File: src/rtl/sub_pkg.sv
// Shared types and constants for the bit-serial subtractor.
// Saturating mode is selected at build time with the SUB_SAT_EN macro.
package sub_pkg;
  localparam int unsigned SUB_WIDTH_DEF = 8;
  localparam int unsigned SUB_CNT_W     = $clog2(SUB_WIDTH_DEF);

  typedef enum logic [1:0] {
    IDLE,
    RUN,
    DONE
  } sub_state_e;
endpackage

File: src/rtl/sub_serial_full_sub.sv
// Combinational 1-bit full subtractor: d = a - b - bin, with borrow out.
module full_sub (
  input  logic a_i,
  input  logic b_i,
  input  logic bin_i,
  output logic d_o,
  output logic bout_o
);
  always_comb begin
    d_o    = a_i ^ b_i ^ bin_i;
    bout_o = (~a_i & b_i) | (~(a_i ^ b_i) & bin_i);
  end
endmodule

File: src/rtl/sub_serial.sv
// Bit-serial subtractor D = A - B, one bit per cycle, valid/ready on both sides.
// Define SUB_SAT_EN to clamp a borrowing result to {1, 0...0}.
module sub_serial
  import sub_pkg::*;
#(
  parameter int unsigned WIDTH = SUB_WIDTH_DEF
) (
  input  logic             clk,
  input  logic             rst_n,
  input  logic             in_valid,
  output logic             in_ready,
  input  logic [WIDTH-1:0] A,
  input  logic [WIDTH-1:0] B,
  output logic             out_valid,
  input  logic             out_ready,
  output logic [WIDTH:0]   D
);
  localparam int unsigned CW = $clog2(WIDTH);

  sub_state_e       state_q, state_d;
  logic [WIDTH-1:0] a_q, a_d, b_q, b_d, diff_q, diff_d;
  logic [WIDTH:0]   dout_q, dout_d;
  logic [CW-1:0]    cnt_q, cnt_d;
  logic             bor_q, bor_d;
  logic             dbit, bout, last_bit;

  full_sub u_fs (
    .a_i   (a_q[0]),
    .b_i   (b_q[0]),
    .bin_i (bor_q),
    .d_o   (dbit),
    .bout_o(bout)
  );

  assign last_bit = (cnt_q == CW'(WIDTH - 1));

  always_ff @(posedge clk or negedge rst_n) begin
    if (!rst_n) state_q <= IDLE;
    else        state_q <= state_d;
  end

  always_comb begin
    state_d   = state_q;
    a_d       = a_q;
    b_d       = b_q;
    diff_d    = diff_q;
    dout_d    = dout_q;
    cnt_d     = cnt_q;
    bor_d     = bor_q;
    in_ready  = 1'b0;
    out_valid = 1'b0;
    case (state_q)
      IDLE: begin
        in_ready = 1'b1;
        if (in_valid) begin
          a_d     = A;
          b_d     = B;
          bor_d   = 1'b0;
          cnt_d   = '0;
          state_d = RUN;
        end
      end
      RUN: begin
        a_d    = a_q >> 1;
        b_d    = b_q >> 1;
        bor_d  = bout;
        // Difference bits enter at the MSB so bit 0 lands in place after WIDTH shifts.
        diff_d = WIDTH'({dbit, diff_q} >> 1);
        cnt_d  = cnt_q + CW'(1);
        if (last_bit) begin
`ifdef SUB_SAT_EN
          dout_d = bout ? {1'b1, WIDTH'(0)} : {bout, diff_d};
`else
          dout_d = {bout, diff_d};
`endif
          state_d = DONE;
        end
      end
      DONE: begin
        out_valid = 1'b1;
        if (out_ready) state_d = IDLE;
      end
      default: state_d = IDLE;
    endcase
  end

  always_ff @(posedge clk or negedge rst_n) begin
    if (!rst_n) begin
      a_q    <= '0;
      b_q    <= '0;
      diff_q <= '0;
      dout_q <= '0;
      cnt_q  <= '0;
      bor_q  <= 1'b0;
    end else begin
      a_q    <= a_d;
      b_q    <= b_d;
      diff_q <= diff_d;
      dout_q <= dout_d;
      cnt_q  <= cnt_d;
      bor_q  <= bor_d;
    end
  end

  assign D = dout_q;
endmodule
File: config.mk
export PLATFORM = sky130hd
export DESIGN_NAME = sub_serial
export DESIGN_NICKNAME = d
export VERILOG_FILES = /design/src/rtl/sub_pkg.sv /design/src/rtl/sub_serial_full_sub.sv /design/src/rtl/sub_serial.sv
export SDC_FILE = /design/constraint.sdc
export NUM_CORES = 1
export LEC_CHECK = 0
export BUFFER_PORTS_ARGS = -buffer_cell sky130_fd_sc_hd__clkbuf_2
export CORE_MARGIN = 2
export CORE_UTILIZATION = 35
export CTS_CLUSTER_SIZE = 25
export DETAILED_ROUTE_END_ITERATION = 12
export MAX_ROUTING_LAYER = met4
export SYNTH_ARGS = -nofsm -noshare
export SYNTH_HDL_FRONTEND = slang
export SYNTH_SLANG_ARGS = --single-unit
File: constraint.sdc
create_clock -name clk -period 1.55 [get_ports clk]
set_input_delay 0.155 -clock clk [delete_from_list [all_inputs] [get_ports clk]]
set_output_delay 0.155 -clock clk [all_outputs]
set_load 0.1 [all_outputs]
==> results of run 1 <==
==> routing by layer <==
layer | up-vias | routed length, um | track usage (%)
li1 | 576 | - | -
met1 | 607 | 1700 | 18.08
met2 | 36 | 1559 | 19.73
met3 | 2 | 202 | 3.571
met4 | 0 | 18 | 6.000
met5 | - | 0 | -
==> cell usage after synthesis <==
library cell	n	share of area [%]
buf_6	5	3.1
dfrtp_1	38	53
o22ai_1	1	0.35
o21ai_0	1	0.28
nor4b_1	11	5.3
o221a_2	2	1.2
nor2b_4	1	0.76
a22o_1	2	0.97
nor2_1	1	0.21
a21oi_1	1	0.28
mux2_4	8	6.6
o21ba_2	1	0.55
clkbuf_1	1	0.21
a211oi_1	11	4.6
mux2_1	2	1.2
mux2i_1	2	1.1
or4b_1	2	1.1
mux2_2	5	3.1
a222oi_1	1	0.55
a221o_1	1	0.55
fa_1	1	1.1
nor2b_1	1	0.35
and2_1	1	0.35
nand3b_1	1	0.41
inv_1	15	3.1
o21bai_4	1	1.0
nand2b_1	2	0.69
a32o_1	1	0.55
ha_1	2	1.4
nor3b_1	12	5.0
buf_2	5	1.4
==> cell type report <==
type,count,area share [%]
Clock buffer,5,3.150
Timing Repair Buffer,40,12.94
Multi-Input combinational cell,75,33.22
Sequential cell,38,43.64
Clock inverter,2,0.4582
Inverter,15,2.577
Tap cell,70,4.009
==> worst max-delay path by stage <==
stage	slack [ns]	to	cells past startpoint
floorplan	0.07	out_valid	3
global placement	0.1	D[7]$_DFFE_PN0P_	5
detailed placement	0.06	D[1]$_DFFE_PN0P_	5
CTS	0.03	in_ready	3
global route	0.0002	D[4]$_DFFE_PN0P_	5
finish	0.06	D[1]$_DFFE_PN0P_	5
==> power breakdown <==
group          switching (uW)  internal (uW)
Combinational            1670            982
Sequential                285           1480
Clock                     337            302
==> through the flow <==
step / power, uW / cell area, sq um
after global placement: 4336 / 2071
after global routing: 5363 / 2185
after floorplan: 3910 / 1818
after CTS: 5070 / 2161
after detailed placement: 4419 / 2071
final: 5051 / 2185
==> state kept, by name, summed over array words and instances (netlist names) <==
register,cells
state_q,2
a_q,8
bor_q,1
cnt_q,3
b_q,8
diff_q,7
D,9
==> worst register-to-register path: cells and delay by family, from the launching register on <==
kind          cells  cell delay, ns
fa+ha+maj         2            0.40
buf+inv           1            0.15
flops             1            0.40
mux               1            0.30
simple gates      1            0.13
==> cells by family after synthesis <==
logic type	synth area share, %
DFF	52.52
and+or+nand+nor	14.17
buffers and inverters	7.808
AOI/OAI and AO/OA	10.92
muxes	12.09
adders and majority gates	2.488
==> timing repair <==
item,CTS,global route
resized for setup,1,1
endpoints found under the hold margin,38,0
buffers inserted,0,3
hold buffers,1,0
pin swaps,0,1
endpoints found under the setup margin,1,5
cloned,0,0
==> cell usage in the layout, fill, tap and decap left out, types with 5 or more instances in the layout <==
cell type / count
nor4b_1: 11
mux2_4: 8
clkbuf_2: 28
dfrtp_1: 36
a211oi_1: 11
buf_4: 7
inv_1: 15
nor3b_1: 12
mux2_2: 5
clkbuf_8: 5
==> run_results.csv, run 1 <==
group,metric,value,unit
clock_network,cts_sinks,38,
hold_path,min_from,"out_ready",
hold_path,min_path_type,"in -> reg",
setup_path,startpoint,"cnt_q[0]$_DFFE_PN0P_",
global_route,grt_util_all_layers,13.63,%
final_layout,diodes,0,
die,design.die.area,5764,sq um
global_route,grt_pass1_vias,1288,
clock_network,htreeDepth,2,
final_layout,final_cell_count_no_fill,245,
final_layout,area.sequential,953.4,sq um
setup_path,worst-path-max-fanout,10,
timing,fin_tns_setup,0,ns
global_route,grt_antenna_before_repair,0,
power_and_ir_drop,powerDensity,2312,nW/um^2
placement,numPortBuffers,30,
setup_path,critPathLaunchType,"flop",
power_and_ir_drop,p_leak,0.001027,uW
setup_path,crit_buf_inv,1,
setup_path,critPathTopFamily,"flip-flops",
die,die_h,75.92,um
die,num_rows,26,
detailed_routing,finalWirelength,3.480,mm
timing,maxSlewViolCount,0,
clock_network,path_clk_slew,0.07,ns
power_and_ir_drop,vdd_drop_max,775.8,uV
detailed_routing,routedWlPerCell,14.20,um
synth,yosysWarnings,0,
timing,finalHoldViolCount,0,
setup_path,rr_worst_depth,5,
setup_path,crit_required,1.73,ns
final_layout,syn_to_final_growth,20.66,%
timing,min_period_over_period,96.12,%
placement,gp_congestion,0.7069,
synth,syn_nets,162,
final_layout,fill_cells,476,
clock_network,clockBufferDepth,2,
setup_path,slowest_delay,0.40,ns
setup_path,criticalPathCategory,"reg -> reg",
flow_run,maxCapViolations,0,
die,pin_count,31,
clock_network,cts-buffers-inserted,5,
hold_path,hold_end,"state_q[1]$_DFFE_PN0P_",
clock_network,cts_tree,"built",
final_layout,multiInputGateArea,725.7,sq um
timing,max_slew_margin,63.84,%
synth,syn_area,1810,sq um
final_layout,fin_util,43.33,%
setup_path,cp_common_cell,"ha_1",
setup_path,r2r-start,"cnt_q[0]$_DFFE_PN0P_",
clock_network,root_buffer,"clkbuf_8",
setup_path,r2r_end,"D[1]$_DFFE_PN0P_",
setup_path,cpMaxStageDelayCell,"dfrtp_1",
detailed_routing,ant_nets,0,
die,core,5042,sq um
final_layout,drive_gt1_share,38.29,%
global_route,overflow,0,
timing,tightest_slew,0.5447,ns
die,start_util,35.91,%
placement,dp.cells,234,
placement,hpwl,2.405,mm
final_layout,final_nets,198,
detailed_routing,vias_per_cell,4.984,
setup_path,reg2reg_slack,0.06,ns
global_route,grt_max_degree,39,
setup_path,worst_setup_path_end_kind,"flop",
synth,ys_seq_elements,38,
synth,synth_cell_types,31,
die,fp.dieW,75.92,um
setup_path,worstPathArrival,1.67,ns
global_route,grt_pass1_wl,6.072,mm
status,status,"completed",
clock_network,insertion_delay,0.29,ns
timing,finalSetupViolCount,0,
timing,hold_slack,0.07864,ns
detailed_routing,drc,0,
hold_path,hold-path-cell-count,2,
detailed_routing,drt_iter0_markers,73,
placement,dp_slack,0.05748,ns
synth,syn_area_per_cell,13.03,sq um
setup_path,cp_cell_sequence,"ha_1 -> ha_1 -> nand3b_1 -> buf_12 -> mux2_4",
detailed_routing,dr_total_vias,1221,
timing,setup_slack,0.06017,ns
timing,finClkSkew,0.005275,ns
timing,fmaxAchievable,671.2,MHz
synth,postSynthCellCount,139,
timing,post-route-min-period,1.490,ns
synth,ys_seq_area_share,52.52,%
timing,rsz0062_at_grt,"no",
detailed_routing,drt-pass1-iter-count,4,
Power figures use the tool's default switching activity.
==> run 2: changes to the inputs <==
--- a/config.mk
+++ b/config.mk
@@ -7,10 +7,11 @@
 export LEC_CHECK = 0
 export BUFFER_PORTS_ARGS = -buffer_cell sky130_fd_sc_hd__clkbuf_2
 export CORE_MARGIN = 2
-export CORE_UTILIZATION = 35
+export CORE_UTILIZATION = 49
 export CTS_CLUSTER_SIZE = 25
 export DETAILED_ROUTE_END_ITERATION = 12
 export MAX_ROUTING_LAYER = met4
+export PLACE_DENSITY = 0.74
 export SYNTH_ARGS = -nofsm -noshare
 export SYNTH_HDL_FRONTEND = slang
 export SYNTH_SLANG_ARGS = --single-unit
==> run 2 against run 1 <==
Net effect:
- routed wire length is 2.5% lower
- count of clock-buffer cells in the layout is 2 higher
- sequential share of layout area is 0.40 points lower
- worst setup slack worse by 0.038 ns
- largest cell class unchanged
- cell count is 7.8% lower
- flip-flop and latch count stayed put
- critical path depth stayed put
- die area is 27% lower
- clock power is 7.4% higher
- clock skew is 0.00068 ns higher
- global-route usage is 4.6 points higher
- non-clock buffer count is 2 higher
==> run_results.csv, run 2 (synthesis results as in run 1) <==
group,metric,value,unit
status,status,"completed",
timing,post-route-min-period,1.528,ns
power_and_ir_drop,switching_share,44.61,%
power_and_ir_drop,p_leak,0.001045,uW
final_layout,mostFrequentLayoutCells,"36 x dfrtp_1, 28 x clkbuf_2, 15 x inv_1",
die,num_rows,22,
final_layout,syn_to_final_growth,21.77,%
global_route,overflow,0,
clock_network,cts-buffers-inserted,5,
power_and_ir_drop,clkPwrFrac,13.3,%
setup_path,r2r-start,"cnt_q[1]$_DFFE_PN0P_",
detailed_routing,drt-pass1-iter-count,4,
die,die_h,64.79,um
timing,hold_slack,0.05505,ns
setup_path,crit_buf_inv,1,
setup_path,critPathLaunchType,"flop",
die,start_util,50.21,%
setup_path,worstPathArrival,1.70,ns
detailed_routing,drc,0,
timing,tightest_slew,0.5397,ns
setup_path,critPathTopFamily,"flip-flops",
clock_network,path_clk_slew,0.07,ns
setup_path,rr_worst_depth,5,
power_and_ir_drop,netSwitchingPower,2304,uW
final_layout,fill_cells,295,
global_route,grt_pass1_vias,1285,
setup_path,crit_required,1.72,ns
power_and_ir_drop,combPwrFrac,52.4,%
timing,rsz0062_at_grt,"yes",
clock_network,cts_sinks,38,
placement,hpwl,2.272,mm
clock_network,clockBufferDepth,2,
placement,gp_congestion,0.7784,
global_route,grt_antenna_before_repair,0,
power_and_ir_drop,vdd_drop_max,1024,uV
hold_path,hold-path-cell-count,2,
hold_path,hold_end,"state_q[1]$_DFFE_PN0P_",
timing,finClkSkew,0.005952,ns
setup_path,criticalPathCategory,"reg -> reg",
clock_network,insertion_delay,0.29,ns
hold_path,min_from,"out_ready",
placement,numPortBuffers,30,
timing,max_slew_margin,64.18,%
final_layout,drive_gt1_share,39.89,%
final_layout,final_nets,200,
die,fp.dieW,64.79,um
setup_path,slowest_delay,0.39,ns
timing,maxSlewViolCount,0,
detailed_routing,vias_per_cell,5.336,
setup_path,worst-path-max-fanout,5,
flow_run,maxCapViolations,0,
setup_path,r2r_end,"D[2]$_DFFE_PN0P_",
final_layout,final_cell_count_no_fill,226,
global_route,grt_pass1_wl,5.678,mm
clock_network,cts_tree,"built",
timing,min_period_over_period,98.56,%
timing,finalHoldViolCount,0,
final_layout,largest_reg_flops,9,
timing,finalSetupViolCount,0,
detailed_routing,finalWirelength,3.393,mm
detailed_routing,dr_total_vias,1206,
die,pin_count,31,
die,design.die.area,4197,sq um
clock_network,root_buffer,"clkbuf_8",
setup_path,reg2reg_slack,0.02,ns
placement,dp.cells,212,
global_route,grt_util_all_layers,18.23,%
timing,fmaxAchievable,654.6,MHz
die,core,3606,sq um
power_and_ir_drop,pwr-share-seq,34.3,%
global_route,grt_max_degree,39,
final_layout,diodes,0,
setup_path,cpMaxStageDelayCell,"dfrtp_1",
setup_path,worst_setup_path_end_kind,"flop",
clock_network,htreeDepth,2,
setup_path,cp_cell_sequence,"ha_2 -> ha_4 -> nand3b_1 -> clkbuf_16 -> mux2_4",
final_layout,final_common_cell,"dfrtp_1",
detailed_routing,drt_iter0_markers,45,
power_and_ir_drop,powerDensity,2343,nW/um^2
hold_path,min_path_type,"in -> reg",
detailed_routing,routedWlPerCell,15.01,um
detailed_routing,ant_nets,0,
power_and_ir_drop,internal_power,2861,uW
[run 2: cell types whose count changed in the layout (fill, tap and decap cells not counted), sizes merged]
cell,delta
buf,+1
clkinv,-1
clkbuf,+3
[run 2: layer usage]
metal / part of all wire (%) / global-route usage, %
met1: 45 / 21.78
met2: 50 / 29.90
met3: 4.3 / 4.861
met4: 1.3 / 6.383
met5: 0 / -
[run 2: per-stage QoR]
stage / area (sq um) / setup WS, ns / TNS (ns) / util [%] / power (uW)
finish: 2205 / 0.02236 / 0 / 61.14 / 5165
global route: 2205 / -0.02258 / -0.05532 / 61.14 / 5492
CTS: 2132 / 0.03210 / 0 / 59.13 / 5090
detailed placement: 2031 / 0.05392 / 0 / 56.32 / 4386
global placement: 2031 / 0.1028 / 0 / 56.32 / 4275
floorplan: 1818 / 0.06953 / 0 / - / 3910
[run 2: cell type report]
type	instances	area [sq um]	share of cell area, %
Sequential cell	38	953.4	43.25
Tap cell	48	60.06	2.724
Clock inverter	1	5.005	0.2270
Clock buffer	7	86.33	3.916
Inverter	15	56.30	2.554
Timing Repair Buffer	42	302.8	13.73
Multi-Input combinational cell	75	740.7	33.60
[run 2: worst max path at each step]
stage / start / to / slack, ns / depth (start not counted)
floorplan: state_q[0]$_DFFE_PN0P_ / out_valid / 0.07 / 3
global placement: cnt_q[0]$_DFFE_PN0P_ / D[0]$_DFFE_PN0P_ / 0.10 / 5
detailed placement: cnt_q[0]$_DFFE_PN0P_ / D[2]$_DFFE_PN0P_ / 0.05 / 5
CTS: state_q[0]$_DFFE_PN0P_ / in_ready / 0.03 / 3
global route: cnt_q[1]$_DFFE_PN0P_ / D[2]$_DFFE_PN0P_ / -0.02 / 5
finish: cnt_q[1]$_DFFE_PN0P_ / D[2]$_DFFE_PN0P_ / 0.02 / 5
[run 2: timing repair]
action / in CTS / in global routing
setup buffers: 0 / 4
resized for setup: 0 / 5
hold buffers: 1 / 0
hold endpoints to repair: 38 / 0
endpoints found under the setup margin: 0 / 9
[run 2: power groups by stage]
stage	registers, uW	logic (uW)	clock network, uW
2_1_floorplan	2540	1370	0
3_3_place_gp	1750	2520	0
3_5_place_dp	1780	2600	0
4_1_cts	1770	2620	709
5_1_grt	1840	2900	753
6_report	1770	2710	686
